--- config.mk ---
export PLATFORM = sky130hd
export DESIGN_NAME = reflet_mem_wait_bridge
export DESIGN_NICKNAME = d
export VERILOG_FILES = /design/src/rtl/reflet_mem_wait_bridge.sv
export SDC_FILE = /design/constraint.sdc
export NUM_CORES = 1
export LEC_CHECK = 0
export ABC_AREA = 1
export CAP_MARGIN = 20
export CELL_PAD_IN_SITES_DETAIL_PLACEMENT = 1
export CELL_PAD_IN_SITES_GLOBAL_PLACEMENT = 1
export CORE_UTILIZATION = 29
export DETAILED_ROUTE_END_ITERATION = 8
export GPL_TIMING_DRIVEN = 0
export PLACE_DENSITY = 0.85
export SETUP_SLACK_MARGIN = 0.02
export SYNTH_ARGS = -nofsm -noshare
export SYNTH_HDL_FRONTEND = slang
export SYNTH_SLANG_ARGS = --single-unit
export TNS_END_PERCENT = 50
--- constraint.sdc ---
create_clock -name clk -period 1.4 [get_ports clk]
set_input_delay 0.14 -clock clk [delete_from_list [all_inputs] [get_ports clk]]
set_output_delay 0.14 -clock clk [all_outputs]
set_load 0.01 [all_outputs]
--- src/rtl/reflet_mem_wait_bridge.sv ---
`default_nettype none
// ============================================================================
//  Module   : reflet_mem_wait_bridge
//  Brief    : Adapts the alignment fixer's single-cycle RAM port to a memory
//             that answers with a mem_ready strobe after a variable wait.
//             Holds the fixer with stall while a request is in flight and
//             flags a sticky bus_error if the memory never answers.
//  Revision : 1.0 - initial release
// ============================================================================
module reflet_mem_wait_bridge #(
    parameter int word_size = 16,
    parameter int addr_size = 16,
    parameter int timeout   = 16
) (
    input  logic                 clk,
    input  logic                 reset,
    // alignment fixer side
    input  logic [addr_size-1:0] fix_addr,
    input  logic [word_size-1:0] fix_data_out,
    input  logic                 fix_write_en,
    input  logic                 fix_read_en,
    output logic [word_size-1:0] fix_data_in,
    output logic                 stall,
    // memory side
    output logic [addr_size-1:0] mem_addr,
    output logic [word_size-1:0] mem_data_out,
    output logic                 mem_write_en,
    output logic                 mem_req,
    input  logic                 mem_ready,
    input  logic [word_size-1:0] mem_data_in,
    // status
    output logic                 bus_error
);

    typedef enum logic [1:0] {
        S_IDLE = 2'd0,
        S_REQ  = 2'd1,
        S_DONE = 2'd2
    } state_t;

    // Last REQ cycle index before giving up on the memory.
    localparam logic [15:0] c_timeout_last = 16'(timeout - 1);

    state_t                 state_q,     state_d;
    logic [15:0]            wait_cnt_q,  wait_cnt_d;
    logic [addr_size-1:0]   mem_addr_q,  mem_addr_d;
    logic [word_size-1:0]   mem_wdata_q, mem_wdata_d;
    logic                   mem_we_q,    mem_we_d;
    logic [word_size-1:0]   rdata_q,     rdata_d;
    logic                   bus_err_q,   bus_err_d;

    logic                   w_fix_req;

    assign w_fix_req = fix_write_en | fix_read_en;

    // State and datapath registers; reset overrides everything.
    always_ff @(posedge clk) begin
        if (reset) begin
            state_q     <= S_IDLE;
            wait_cnt_q  <= '0;
            mem_addr_q  <= '0;
            mem_wdata_q <= '0;
            mem_we_q    <= 1'b0;
            rdata_q     <= '0;
            bus_err_q   <= 1'b0;
        end else begin
            state_q     <= state_d;
            wait_cnt_q  <= wait_cnt_d;
            mem_addr_q  <= mem_addr_d;
            mem_wdata_q <= mem_wdata_d;
            mem_we_q    <= mem_we_d;
            rdata_q     <= rdata_d;
            bus_err_q   <= bus_err_d;
        end
    end

    // Next-state logic: capture in IDLE, wait/timeout in REQ, one-cycle DONE.
    always_comb begin
        state_d     = state_q;
        wait_cnt_d  = wait_cnt_q;
        mem_addr_d  = mem_addr_q;
        mem_wdata_d = mem_wdata_q;
        mem_we_d    = mem_we_q;
        rdata_d     = rdata_q;
        bus_err_d   = bus_err_q;

        unique case (state_q)
            S_IDLE: begin
                if (w_fix_req) begin
                    // A simultaneous read+write is resolved as a write.
                    mem_addr_d  = fix_addr;
                    mem_wdata_d = fix_data_out;
                    mem_we_d    = fix_write_en;
                    wait_cnt_d  = '0;
                    state_d     = S_REQ;
                end
            end
            S_REQ: begin
                // A late answer on the very last cycle still counts as success.
                if (mem_ready) begin
                    if (!mem_we_q) begin
                        rdata_d = mem_data_in;
                    end
                    state_d = S_DONE;
                end else if (wait_cnt_q == c_timeout_last) begin
                    bus_err_d = 1'b1;
                    if (!mem_we_q) begin
                        rdata_d = '1;
                    end
                    state_d = S_DONE;
                end else begin
                    wait_cnt_d = wait_cnt_q + 16'd1;
                end
            end
            S_DONE: begin
                state_d = S_IDLE;
            end
            default: begin
                state_d = S_IDLE;
            end
        endcase
    end

    assign stall        = ((state_q == S_IDLE) && w_fix_req) || (state_q == S_REQ);
    assign mem_req      = (state_q == S_REQ);
    assign mem_addr     = mem_addr_q;
    assign mem_data_out = mem_wdata_q;
    assign mem_write_en = mem_we_q;
    assign fix_data_in  = rdata_q;
    assign bus_error    = bus_err_q;

endmodule
`default_nettype wire

== Word-level counts from Yosys, hierarchy flattened ==
Cells that the tools add are included.
Cells by class
  bitwise gates (word level): 3
  multipliers: 0
  equality and inequality tests: 6
  shifts and indexed selects: 0
  mux-type cells: 12
  divide/modulo/power cells: 0
  reduce and logical (&&, ||, !) cells: 10
  $lt $le $gt $ge: 0
  $add $sub $neg: 1
Operators by type and width (count)
  $mux 16: 7
  $pmux 16 s2: 1
  $add 16x1->16 const B: 1
  $eq 16x4->1 const B: 1
  $mux 2: 3
  $ne 2x2->1 const B: 3
  $reduce_and 3->1: 2
  $pmux 2 s2: 1
  $reduce_and 2->1: 2
  $reduce_and 4->1: 1
  $reduce_bool 2->1: 2
  $ne 3x1->1 const B: 1
  $eq 2x1->1 const B: 1
  $logic_not 2->1: 1
  $not 1->1: 2
  $logic_and 1x1->1: 1
  $logic_or 1x1->1: 1
  $or 1x1->1: 1
Word-level totals
  latch bits: 0
  bits of input ports: 53
  flip-flop bits (word level): 68
  logic and storage cells: 39
  bits in read-only memories: 0
  RAM bits: 0
  output and inout port bits: 52
  memories kept: 0

== Longest topological paths before layout ==
Gate-level depths: netlist of the first run.
  depth after elaboration: 4
  gate-level depth with buffers: 10
  gate-level depth less buffers: 10

== Worst setup path before layout of the first run ==
Ideal clock, no wire load.
  kind: register to register
  start: reg wait_cnt_q[0]
  end: reg wait_cnt_q[3]
  path buffers: 1
  data required time: 1.264 ns
  cell stages (with the launch flop): 10
  library setup time: 0.136 ns
  arrival: 1.360 ns
  path slack: -0.097 ns
  period minus slack after synthesis: 1.497 ns
  path through: dfxtp_1 -> ha_1 -> nand3_2 -> nor2_4 -> nand2_4 -> nand2_8 -> nand2_8 -> buf_12 -> nand2_1 -> a21oi_2
On the way
  word-level cells in the longest chain between the ends: 4
  elaborated cells on any way between the ends: 7
  those cells by class: add/sub: 1; eq/ne: 2; mux: 3; reduce/logical: 1
Ends and longest elaborated chain
  from (decl): line 45  | logic [15:0] wait_cnt_q, wait_cnt_d;
  from (signal assigned): line 68  | wait_cnt_q <= wait_cnt_d;
  $add 16x1->16: line 112  | wait_cnt_d = wait_cnt_q + 16'd1;
  $mux 16: line 105  | end else if (wait_cnt_q == c_timeout_last) begin
  $mux 16: line 100  | if (mem_ready) begin
  $pmux 16 s2: line 87  | unique case (state_q)
Several ways; a longest one is shown, not always the timed one. The select of a mux whose other input is x is not followed.
A chain may end at the register's enable or synchronous reset.

== Worst setup path after layout of the first run ==
  start: reg wait_cnt_q[1]
  end: reg wait_cnt_q[11]
The elaborated chain is that of the path after synthesis.

==> results.cfg, run 1 <==
[setup_path]
critPathKind = register to register
worstPathMaxFanout = 6
ff2ff_path_depth = 11
r2r_setup_slack_ns = -0.23
start_kind = register
crit_chain = buf_4 > nand2_1 > nor2_1 > nand2_2 > inv_1 > nand2_1 > nand2_1 > nand3_1 > nand2_2 > inv_2 > nor2_2
crit_arrival_ns = 1.92
critPathRequiredTime_ns = 1.69
endpoint_kind = register
path_buf_inv = 3
slowest_delay_ns = 0.38
crit_slowest_cell = dfxtp_4
reg2reg_from = wait_cnt_q[1]
crit-reg2reg-capture = wait_cnt_q[11]
cp_common_cell = nand2_1
critical_path.top_delay_family = simple AND/OR/NAND/NOR gates

[grt]
gr-total-overflow = 0
antenna_found_initial = 0
grt_pass1_wl_um = 19600
grtUsageMet1_pct = 24.2
grt_pass1_vias = 3902
grt_start_max_net_pins = 12
busiest_layer = met2
grt_use_total_pct = 21.8
use_met3_pct = 5.36
grt_util_met2_pct = 39.6

[yosys]
syn_area_um2 = 3270
ys_ff_latch = 68
yosys.area_share.xor_xnor_pct = 0.536
synth_compound_area_share_pct = 17.1
muxShareOfSynthArea_pct = 0
yosysTopAreaCellShare_pct = 41.7
netlist_instances = 456
synthAdderAreaFrac_pct = 0.383
yosysWarnings = 0
synth_top_family_by_area = simple AND/OR/NAND/NOR gates
synth_area_leaders = dfxtp_1, inv_1, nand2_1
avgSynthCellArea_um2 = 7.16
seq_area_frac_synth_pct = 41.7
syn_nets = 510
yosys.area_share.simple_pct = 25.8
yosysTopAreaCell = dfxtp_1
yosysUniqueCellTypes = 31

[timing]
fmax_ghz = 0.613
tns_ns = -6.30
hold_viol = 0
grt_setup_unrepaired = true
fin_crit_sh_pct = 116
tightest_slew_ns = 0.713
worst_slack_ns = -0.231
fin_hold_ws_ns = 0.402
slew_viol_final = 0
finalSetupViolations = 47
min_period_ns = 1.63
slew_headroom_pct = 52.5
finalClockSkew_ns = 0.0129

[detailed_routing]
drt-initial-drc-count = 175
wl_um = 13200
ant_nets = 0
drt_first_pass_iters = 4
avgViaCountPerCell = 4.92
wl_per_cell_um = 17.8
drc = 0
vias = 3657

[final_layout]
syn2layout_area_growth_pct = 57.8
multi_input_area_um2 = 1600
stdcell_area_um2 = 5150
antenna_cells = 0
ff_latch_area_um2 = 1380
nNetsFinal = 652
nFillCells = 1306
drive_above_1_share_pct = 23.1

[floorplan]
die_area_um2 = 11700
core_um2 = 10900
io_pins = 105
rows = 38
start_util_pct = 30.0
chipHeight_um = 108
dieWidth_um = 108

[clock_tree]
path_clk_slew_ns = 0.09
htreeDepth = 3
clockBufferDepth = 2
cts_made_buffers = 9
cts-root-buf = clkbuf_8
insertion_delay_ns = 0.36
cts_tree = built
clkSinkCount = 68

[placed_design]
io_buffer_count = 103
gp_congestion = 0.815
dp_slack_ns = -0.927
hpwl_um = 7500
dpl-instance-area_um2 = 4490

[worst_hold_path]
hold_class = input port to register
whs_endpoint = mem_data_out[3]
min_from = fix_data_out[3]
whs_path_depth = 3

[power]
leakage_uw = 0.00236
p_per_area_nw_per_um2 = 1090
vdd_drop_max_v = 0.000584

[status]
status = finished, violations left
violations = setup timing

[job]
drv_cap = 0
==> registers in the layout, indices dropped and copies added, names as in the netlist <==
name / count
mem_addr: 16
mem_data_out: 16
state_q: 2
wait_cnt_q: 16
mem_write_en: 1
bus_error: 1
fix_data_in: 16
==> synth_stat cells <==
cell / n
nor2_4: 1
buf_6: 3
nand3_2: 1
xnor2_1: 1
nor2_2: 1
inv_2: 1
nand2_8: 2
o21ai_0: 35
nand2_2: 6
nand4_1: 20
xor2_1: 1
ha_1: 1
o21ai_2: 1
dfxtp_1: 68
buf_1: 1
a21oi_1: 44
nand2_1: 73
clkbuf_1: 14
buf_2: 5
nand2_4: 1
nand3_1: 28
or2_1: 1
nor2_1: 38
nor2_8: 1
buf_4: 1
buf_12: 1
clkinv_1: 1
a21oi_2: 16
inv_1: 86
o21bai_1: 2
nand3_4: 1
==> worst max path at each step <==
stage | from | endpoint | slack (ns) | cells after the start
6_report | wait_cnt_q[1] | wait_cnt_q[11] | -0.23 | 11
5_1_grt | wait_cnt_q[1] | wait_cnt_q[11] | -0.33 | 11
4_1_cts | state_q[0] | wait_cnt_q[3] | -0.20 | 10
3_5_place_dp | fix_write_en | stall | -0.93 | 6
3_3_place_gp | fix_write_en | stall | -0.90 | 6
2_1_floorplan | wait_cnt_q[1] | wait_cnt_q[3] | 0.03 | 9
==> tightest hold or removal path: cells and delay by family <==
family / cells / cell delay, ns
buffers and inverters: 1 / 0.40
AO/OA/AOI/OAI: 2 / 0.18
==> timing repair <==
item | 4_1_cts | 5_1_grt
gates cloned | 2 | 0
setup buffers | 16 | 10
gates resized for setup | 109 | 70
endpoints found under the setup margin | 107 | 74
pin swaps | 8 | 14
hold buffers | 0 | 0
==> cell type report <==
| type | instances | share of cell area [%] |
|---|---|---|
| multi-input combinational | 275 | 31.1 |
| sequential | 68 | 26.7 |
| timing repair buffer | 131 | 24.7 |
| inverter | 88 | 6.56 |
| buffer | 25 | 3.96 |
| tap | 140 | 3.40 |
| clock buffer | 11 | 2.55 |
| clock inverter | 5 | 1.02 |
==> through the flow <==
step	utilization (%)	total power, µW	std cells
2_1_floorplan	-	2970	456
3_3_place_gp	41.3	3610	699
3_5_place_dp	41.3	3670	699
4_1_cts	45.3	5420	733
5_1_grt	47.3	5830	743
6_report	47.3	5610	743
==> cells by family after synthesis <==
kind of cell | Yosys count
AO/OA/AOI/OAI | 98
XOR/XNOR | 2
adder cells (fa/ha/maj) | 1
buffers and inverters | 113
flip-flops | 68
AND/OR/NAND/NOR | 174
==> per-layer routing <==
metal / share of wire (%) / vias to the layer above / wire length [µm]
li1: - / 1725 / -
met1: 40 / 1789 / 5240
met2: 53 / 113 / 6960
met3: 4.6 / 30 / 612
met4: 3.0 / 0 / 395
met5: 0 / - / 0
==> layout by cell type (no fill, tap or decap), types with 3 or more instances in the layout <==
cell type,count
nor2_4,6
o21ai_1,23
dfxtp_1,59
dfxtp_2,7
inv_2,4
dlymetal6s2s_1,6
nand2_4,5
clkbuf_1,7
o21ai_0,10
nand3_1,26
nand2_1,62
inv_1,82
nor2_2,3
buf_2,3
nand4_1,20
buf_4,18
a21oi_2,22
clkbuf_2,6
nor2_1,31
clkbuf_8,9
clkdlybuf4s50_1,51
nand2_2,13
buf_8,4
clkinv_2,3
a21oi_1,37
dlygate4sd2_1,44
buf_6,14
==> power breakdown <==
group	switching, µW	total, µW	internal, µW
registers	140	2270	2130
logic	915	1700	788
clock network	813	1630	816
Power figures use the tool's default switching activity.
==> run 2, diff against run 1 <==
==> constraint.sdc (replaced) <==
create_clock -name clk -period 1.4 [get_ports clk]
set_input_delay 0.42 -clock clk [delete_from_list [all_inputs] [get_ports clk]]
set_output_delay 0.42 -clock clk [all_outputs]
set_load 0.01 [all_outputs]
==> run 2 against run 1 <==
  * The run still ends with setup timing left
  * Combinational power shrank 2%
  * Critical path type is now register to primary output
  * Non-clock buffer count shrank 2
  * Clock power grew 17%
  * Critical endpoint is now mem_req
  * Register-to-register slack lost 0.05 ns
  * Sequential cell count is the same
  * Via count grew 1.7%
  * Setup slack lost 0.12 ns
  * First-iteration DRC count shrank 28%
==> results.cfg, run 2 (synthesized netlist as in run 1, its figures left out) <==
[clock_tree]
cts_tree = built
clkSinkCount = 68
clockBufferDepth = 2
cts-root-buf = clkbuf_8
cts_made_buffers = 9
postCtsHoldBufs = 0
path_clk_slew_ns = 0.08
htreeDepth = 3
insertion_delay_ns = 0.37

[grt]
gr-total-overflow = 0
antenna_found_initial = 1
grt_pass1_wl_um = 20900
grt_use_total_pct = 23.7
grt_pass1_vias = 4080
grt_start_max_net_pins = 13

[worst_hold_path]
hold_class = input port to register
min_from = reset

[detailed_routing]
wl_per_cell_um = 18.6
drt_first_pass_iters = 4
vias = 3719
wl_um = 13800
drc = 0
ant_nets = 0
avgViaCountPerCell = 5.01
drt-initial-drc-count = 126

[job]
drv_cap = 0

[floorplan]
io_pins = 105
chipHeight_um = 108
start_util_pct = 30.0
rows = 38
die_area_um2 = 11700
dieWidth_um = 108
core_um2 = 10900

[power]
pwr-share-comb_pct = 28.3
p_int_uw = 3950
leakage_uw = 0.00219
p_switching_uw = 1910
sequentialPowerShare_pct = 39.1
vdd_drop_max_v = 0.000657
switching_share_pct = 32.6
p_clk_share_pct = 32.6
p_per_area_nw_per_um2 = 1150

[timing]
hold_viol = 0
tightest_slew_ns = 0.681
worst_slack_ns = -0.349
min_period_ns = 1.75
slew_headroom_pct = 54.6
fmax_ghz = 0.572
finalSetupViolations = 37
finalClockSkew_ns = 0.0129
fin_crit_sh_pct = 125
slew_viol_final = 0
grt_setup_unrepaired = true

[placed_design]
gp_congestion = 0.796
dp_cells = 699
io_buffer_count = 103
hpwl_um = 7720

[setup_path]
crit_chain = inv_2 > or2_4 > inv_12 > buf_8 > buf_6
crit_path_start = state_q[0]
endpoint_kind = primary output
critPathRequiredTime_ns = 0.98
crit_slowest_cell = dfxtp_2
start_kind = register
reg2reg_from = state_q[0]
worstPathMaxFanout = 4
slowest_delay_ns = 0.37
critPathKind = register to primary output
crit_arrival_ns = 1.33

[final_layout]
final_cells = 742
multi_input_area_um2 = 1560
nFillCells = 1315
drive_above_1_share_pct = 31.6
finalCoreUtilization_pct = 46.7
nNetsFinal = 650
layout_commonest_cell = inv_1
syn2layout_area_growth_pct = 55.7
ff_latch_area_um2 = 1400
most-common-layout-cells = inv_1, nand2_1, clkdlybuf4s50_1

[status]
violations = setup timing
status = finished, violations left
## run 2: cell count changes in the layout (fill, tap and decap cells not counted), sizes merged
cell	previous run	this run
clkbuf	24	35
buf	42	58
bufinv	1	2
clkdlybuf4s50	51	48
clkdlybuf4s15	0	20
dlymetal6s2s	6	1
dlygate4sd2	44	2
clkinv	4	3
diode	0	1
inv	87	88
## run 2: metrics by stage
step | power (µW) | hold slack [ns] | TNS, ns | area, µm² | worst slack, ns
floorplan | 2990 | 0.468 | -0.0870 | 3320 | -0.0494
global placement | 3640 | 0.432 | -38.68 | 4520 | -1.11
detailed placement | 3700 | 0.442 | -41.54 | 4520 | -1.14
CTS | 5720 | 0.449 | -8.42 | 5040 | -0.401
global route | 6080 | 0.310 | -9.74 | 5090 | -0.371
finish | 5860 | 0.292 | -8.17 | 5090 | -0.349
## run 2: worst paths after layout
path	to	slack [ns]	cells past startpoint
max	mem_req	-0.35	5
min	wait_cnt_q[8]	0.29	2
max reg2reg	wait_cnt_q[10]	-0.28	9
min reg2reg	mem_addr[12]	0.45	2
## run 2: cell type report
type                            instances  share of cell area, %
Antenna cell                            1                 0.0492
Buffer                                 23                   3.94
Clock buffer                           10                   2.71
Clock inverter                          6                   1.70
Inverter                               88                   6.74
Multi-Input combinational cell        275                   30.6
Sequential cell                        68                   27.4
Tap cell                              140                   3.44
Timing Repair Buffer                  131                   23.4
## run 2: worst max-delay path: cells and delay by family (launching register included)
family / cells / cell delay [ns]
buffers and inverters: 4 / 0.30
DFF: 1 / 0.37
and+or+nand+nor: 1 / 0.30
## run 2: repair_timing
item,CTS,global route
gates cloned,1,0
pin swaps,6,7
endpoints found under the setup margin,119,111
buffers inserted,16,11
resized for setup,207,94
## run 2: power groups by stage
| stage | clock network, µW | logic [µW] | registers, µW |
|---|---|---|---|
| after detailed placement | 0 | 1400 | 2300 |
| after global routing | 2000 | 1770 | 2310 |
| after CTS | 1900 | 1560 | 2270 |
| after floorplan | 0 | 632 | 2360 |
| after global placement | 0 | 1350 | 2290 |
| final | 1910 | 1660 | 2290 |
## run 2: metal layers
metal  track usage [%]  part of all wire, %  wire, µm  vias up
met2              42.8                   52      7190      138
met5                 0                    0         0        -
met1              25.0                   39      5310     1803
met4              15.0                  3.7       514        0
li1                  -                    -         -     1729
met3              5.00                  5.7       780       49
==> run 3, diff against run 2 <==
TNS_END_PERCENT = 10   (was 50)
==> run 3 against run 2 <==
  * The flow still finishes with violations (setup timing)
  * Fmax rose by 0.52%
  * Final area fell by 1.2%
  * Via count rose by 0.16%
  * First-iteration DRC count rose by 51%
  * Combinational power fell by 4%
  * Routed wire length fell by 1.7%
  * Non-clock buffer count fell by 2
  * Sequential power barely moved
  * Critical path depth did not move
  * Power fell by 1.1%
  * Utilization fell by 0.55 points
  * Global-route usage fell by 0.40 points
  * Critical path type unchanged
  * Critical endpoint unchanged
  * Largest cell class unchanged
  * Largest power group unchanged
  * Highest routed layer unchanged
==> results.cfg, run 3 (synthesized netlist as in run 1, its figures left out) <==
[worst_hold_path]
whs_path_depth = 2
hold_class = input port to register
whs_endpoint = wait_cnt_q[8]
min_from = reset

[detailed_routing]
met1_length_um = 4950
dr_wl_met2_um = 7270
wl_per_cell_um = 18.4
ant_nets = 0
drc = 0
vias = 3725
avgViaCountPerCell = 5.04
drt-initial-drc-count = 190
dr_wl_met3_um = 859
drt_first_pass_iters = 4
wl_um = 13600
top_layer_used = met4

[grt]
grt_start_max_net_pins = 13
grt_pass1_vias = 4070
grt_pass1_wl_um = 20600
gr-total-overflow = 0
antenna_found_initial = 0
grt_use_total_pct = 23.3

[floorplan]
core_um2 = 10900
rows = 38
dieWidth_um = 108
io_pins = 105
chipHeight_um = 108
die_area_um2 = 11700
start_util_pct = 30.0

[setup_path]
crit_path_start = state_q[0]
r2r_setup_slack_ns = -0.25
crit-reg2reg-capture = wait_cnt_q[10]
critPathRequiredTime_ns = 0.98
slowest_delay_ns = 0.35
crit_chain = inv_2 > or2_4 > inv_12 > buf_8 > buf_6
worstPathMaxFanout = 4
start_kind = register
critPathKind = register to primary output
endpoint_kind = primary output
crit_slowest_cell = dfxtp_2
ff2ff_path_depth = 9
crit_arrival_ns = 1.32
reg2reg_from = state_q[0]

[final_layout]
nFillCells = 1325
layout_commonest_cell = inv_1
syn2layout_area_growth_pct = 53.9
antenna_cells = 0
nNetsFinal = 648
drive_above_1_share_pct = 32.1
most-common-layout-cells = inv_1, nand2_1, clkdlybuf4s50_1
stdcell_area_um2 = 5030

[status]
status = finished, violations left
violations = setup timing

[timing]
fin_crit_sh_pct = 124
slew_headroom_pct = 55.8
finalClockSkew_ns = 0.0111
hold_viol = 0
min_period_ns = 1.74
tightest_slew_ns = 0.664
slew_viol_final = 0
finalSetupViolations = 37
fmax_ghz = 0.575
grt_setup_unrepaired = true
worst_slack_ns = -0.340

[clock_tree]
htreeDepth = 3
cts_tree = built
clockBufferDepth = 2
cts-root-buf = clkbuf_8
cts_made_buffers = 9
postCtsHoldBufs = 0
path_clk_slew_ns = 0.08
insertion_delay_ns = 0.38
clkSinkCount = 68

[power]
fin_total_pwr_uw = 5790
p_per_area_nw_per_um2 = 1150
leakage_uw = 0.00217
vdd_drop_max_v = 0.000600

[placed_design]
io_buffer_count = 103
gp_congestion = 0.796
hpwl_um = 7720
dpl-instance-area_um2 = 4520

[job]
drv_cap = 0
==> run 3: report_power, final <==
part           total, µW  leakage, µW  internal (µW)  switching (µW)
clock               1900     0.000113           1050             851
combinational       1600      0.00149            721             877
sequential          2290     0.000572           2150             146
total               5790      0.00217           3920            1870
==> run 3: routing by layer <==
metal  vias up  GRT usage (%)
li1       1723              -
met1      1828           23.6
met2       133           43.0
met3        41           6.87
met4         0           12.0
met5         -              0
==> run 3: layout make-up <==
cell class                 instances  area [µm²]  share of cell area (%)
buffer                            23         201                    4.01
clock buffer                      10         138                    2.74
clock inverter                     6        86.3                    1.72
inverter                          88         343                    6.82
multi-input combinational        275        1540                    30.7
sequential                        68        1400                    27.9
tap                              140         175                    3.49
timing repair buffer             129        1140                    22.7
==> run 3: metrics by stage <==
step,setup TNS (ns),hold slack [ns],setup WS [ns],std cells,util [%]
floorplan,-0.0870,0.468,-0.0494,456,-
global placement,-38.68,0.432,-1.11,699,41.5
detailed placement,-41.54,0.442,-1.14,699,41.5
CTS,-8.23,0.449,-0.401,730,46.2
global route,-8.84,0.334,-0.359,739,46.2
finish,-7.45,0.329,-0.340,739,46.2
==> run 3: worst max-delay path, delay by kind of cell (launching register included) <==
family / cells / cell delay [ns]
flip-flops: 1 / 0.35
buffers and inverters: 4 / 0.30
AND/OR/NAND/NOR: 1 / 0.29
==> run 3: worst max-delay path by stage <==
stage,endpoint,slack [ns],cells past startpoint
floorplan,stall,-0.05,4
global placement,stall,-1.11,6
detailed placement,stall,-1.14,6
CTS,mem_req,-0.40,6
global route,mem_req,-0.36,5
finish,mem_req,-0.34,5
==> run 3: repair_timing <==
action / in CTS / in global routing
gates cloned: 1 / 0
endpoints found under the hold margin: 0 / 0
buffers inserted: 15 / 10
setup endpoints to repair: 119 / 118
gates resized for setup: 205 / 104
pin swaps: 6 / 10
==> RTL change: new RTL, settings of run 2 <==
The 3 states of `state_t` get a one-hot encoding in 3 bits.
--- a/src/rtl/reflet_mem_wait_bridge.sv
+++ b/src/rtl/reflet_mem_wait_bridge.sv
@@ -34,6 +34,6 @@
 
-    typedef enum logic [1:0] {
-        S_IDLE = 2'd0,
-        S_REQ  = 2'd1,
-        S_DONE = 2'd2
+    typedef enum logic [2:0] {
+        S_IDLE = 3'b001,
+        S_REQ  = 3'b010,
+        S_DONE = 3'b100
     } state_t;
Formal check against the unedited RTL: no difference found for any inputs over 10 cycles, from zero or initial values and one cycle with reset high; not proved beyond that.
==> RTL change against run 2 <==
- clock power decreased by 13%
- the run still ends with negative setup slack left
- worst hold slack improved by 0.055 ns
- sequential cell count increased by 1
- sequential share of layout area decreased by 0.60 points
- area after synthesis decreased by 3.1%
- fmax decreased by 1.7%
- wire length decreased by 2.1%
- core utilization increased by 3.6 points
- cell area increased by 3.4%
- synthesized cell count unchanged
- worst setup slack got worse by 0.030 ns
- power decreased by 1.2%
- register-to-register slack got worse by 0.098 ns
==> RTL change: results (changes against run 2) <==
[yosys] synthesized area per cell 6.94 sq um [was 7.16 sq um]
[outcome] result of the run complete, but fails checks [unchanged]
[outcome] violated checks negative setup slack [unchanged]
[global_routing] initial antenna violation count 0 [was 1]
[place] placed wire-length estimate 7720 microns [about the same]
[global_routing] GRT Overall Usage 0.222 [was 0.237]
[place] Placement Cell Area 0.00439 sq mm [was 0.00452 sq mm]
[critical_path] path depth of the worst reg2reg path 8 [was 9]
[yosys] top cells by count, synth 101 x sky130_fd_sc_hd__nor2_1, 78 x sky130_fd_sc_hd__nand2_1, 69 x sky130_fd_sc_hd__dfxtp_1 [was 86 x sky130_fd_sc_hd__inv_1, 73 x sky130_fd_sc_hd__nand2_1, 68 x sky130_fd_sc_hd__dfxtp_1]
[final_layout] layout cells sized above 1 0.386 [was 0.316]
[sta] final sum of negative setup slack -5.93 ns [was -8.17 ns]
[yosys] sequential area share after synthesis 0.436 [was 0.417]
[sta] final setup vio count 33 [was 37]
[critical_path] CP max stage cell sky130_fd_sc_hd__dfxtp_1 [was sky130_fd_sc_hd__dfxtp_2]
[sta] final setup skew 0.0178 ns [was 0.0129 ns]
[final_layout] antenna diode count 0 [was 1]
[yosys] number of distinct library cells after synthesis 27 [was 31]
[global_routing] first-pass GRT wire length 19,500 microns [was 20,900 microns]
[critical_path] FF-to-FF End wait_cnt_q[11]$_SDFFE_PP0P_ [was wait_cnt_q[10]$_SDFFE_PP0P_]
[route] routed wirelength normalized by instance count 18.2 microns [was 18.6 microns]
[sta] setup slack after layout -0.378 ns [was -0.349 ns]
[power_and_ir_drop] VDD IR-drop max 0.560 mV [was 0.657 mV]
[final_layout] number of inserted filler cells in the final layout 1,276 [was 1,315]
[place] global placer's final weighted congestion 0.828 [was 0.796]
[worst_hold_path] number of cells on the worst hold path 3 [was 2]
[RTL change: power groups by stage]
| stage | logic (uW) | registers [uW] | clock network [uW] |
|---|---|---|---|
| 6_report | 1840 | 2300 | 1660 |
| 5_1_grt | 1970 | 2320 | 1780 |
| 4_1_cts | 1600 | 2280 | 1680 |
| 3_5_place_dp | 1310 | 2310 | 0 |
| 3_3_place_gp | 1260 | 2300 | 0 |
| 2_1_floorplan | 614 | 2360 | 0 |
[RTL change: cell type report]
class / count / area (sq um) / area share
clock buffer: 9 / 124 / 0.0235
tap: 136 / 170 / 0.0324
timing repair buffer: 136 / 1230 / 0.235
clock inverter: 6 / 62.6 / 0.0119
inverter: 54 / 219 / 0.0416
multi-input combinational: 309 / 1810 / 0.344
buffer: 23 / 230 / 0.0438
sequential: 69 / 1410 / 0.268
[RTL change: metal layers]
| layer | wire length (microns) | track usage | vias to the layer above |
|---|---|---|---|
| met5 | 0 | 0 | - |
| met4 | 715 | 0.105 | 0 |
| li1 | - | - | 1744 |
| met3 | 932 | 0.0638 | 51 |
| met1 | 5170 | 0.234 | 1756 |
| met2 | 6700 | 0.402 | 146 |
[RTL change: repair_timing]
| action | CTS | global route |
|---|---|---|
| pin swaps | 16 | 31 |
| cloned | 4 | 2 |
| setup endpoints to repair | 120 | 112 |
| hold buffers | 0 | 0 |
| setup buffers | 19 | 10 |
| resized for setup | 226 | 137 |
[RTL change: cell families after synthesis]
logic type / Yosys count / share of synthesized area
AOI/OAI and AO/OA: 75 / 0.134
adders and majority gates: 1 / 0.00395
buffers and inverters: 78 / 0.106
DFF: 69 / 0.436
and+or+nand+nor: 233 / 0.320
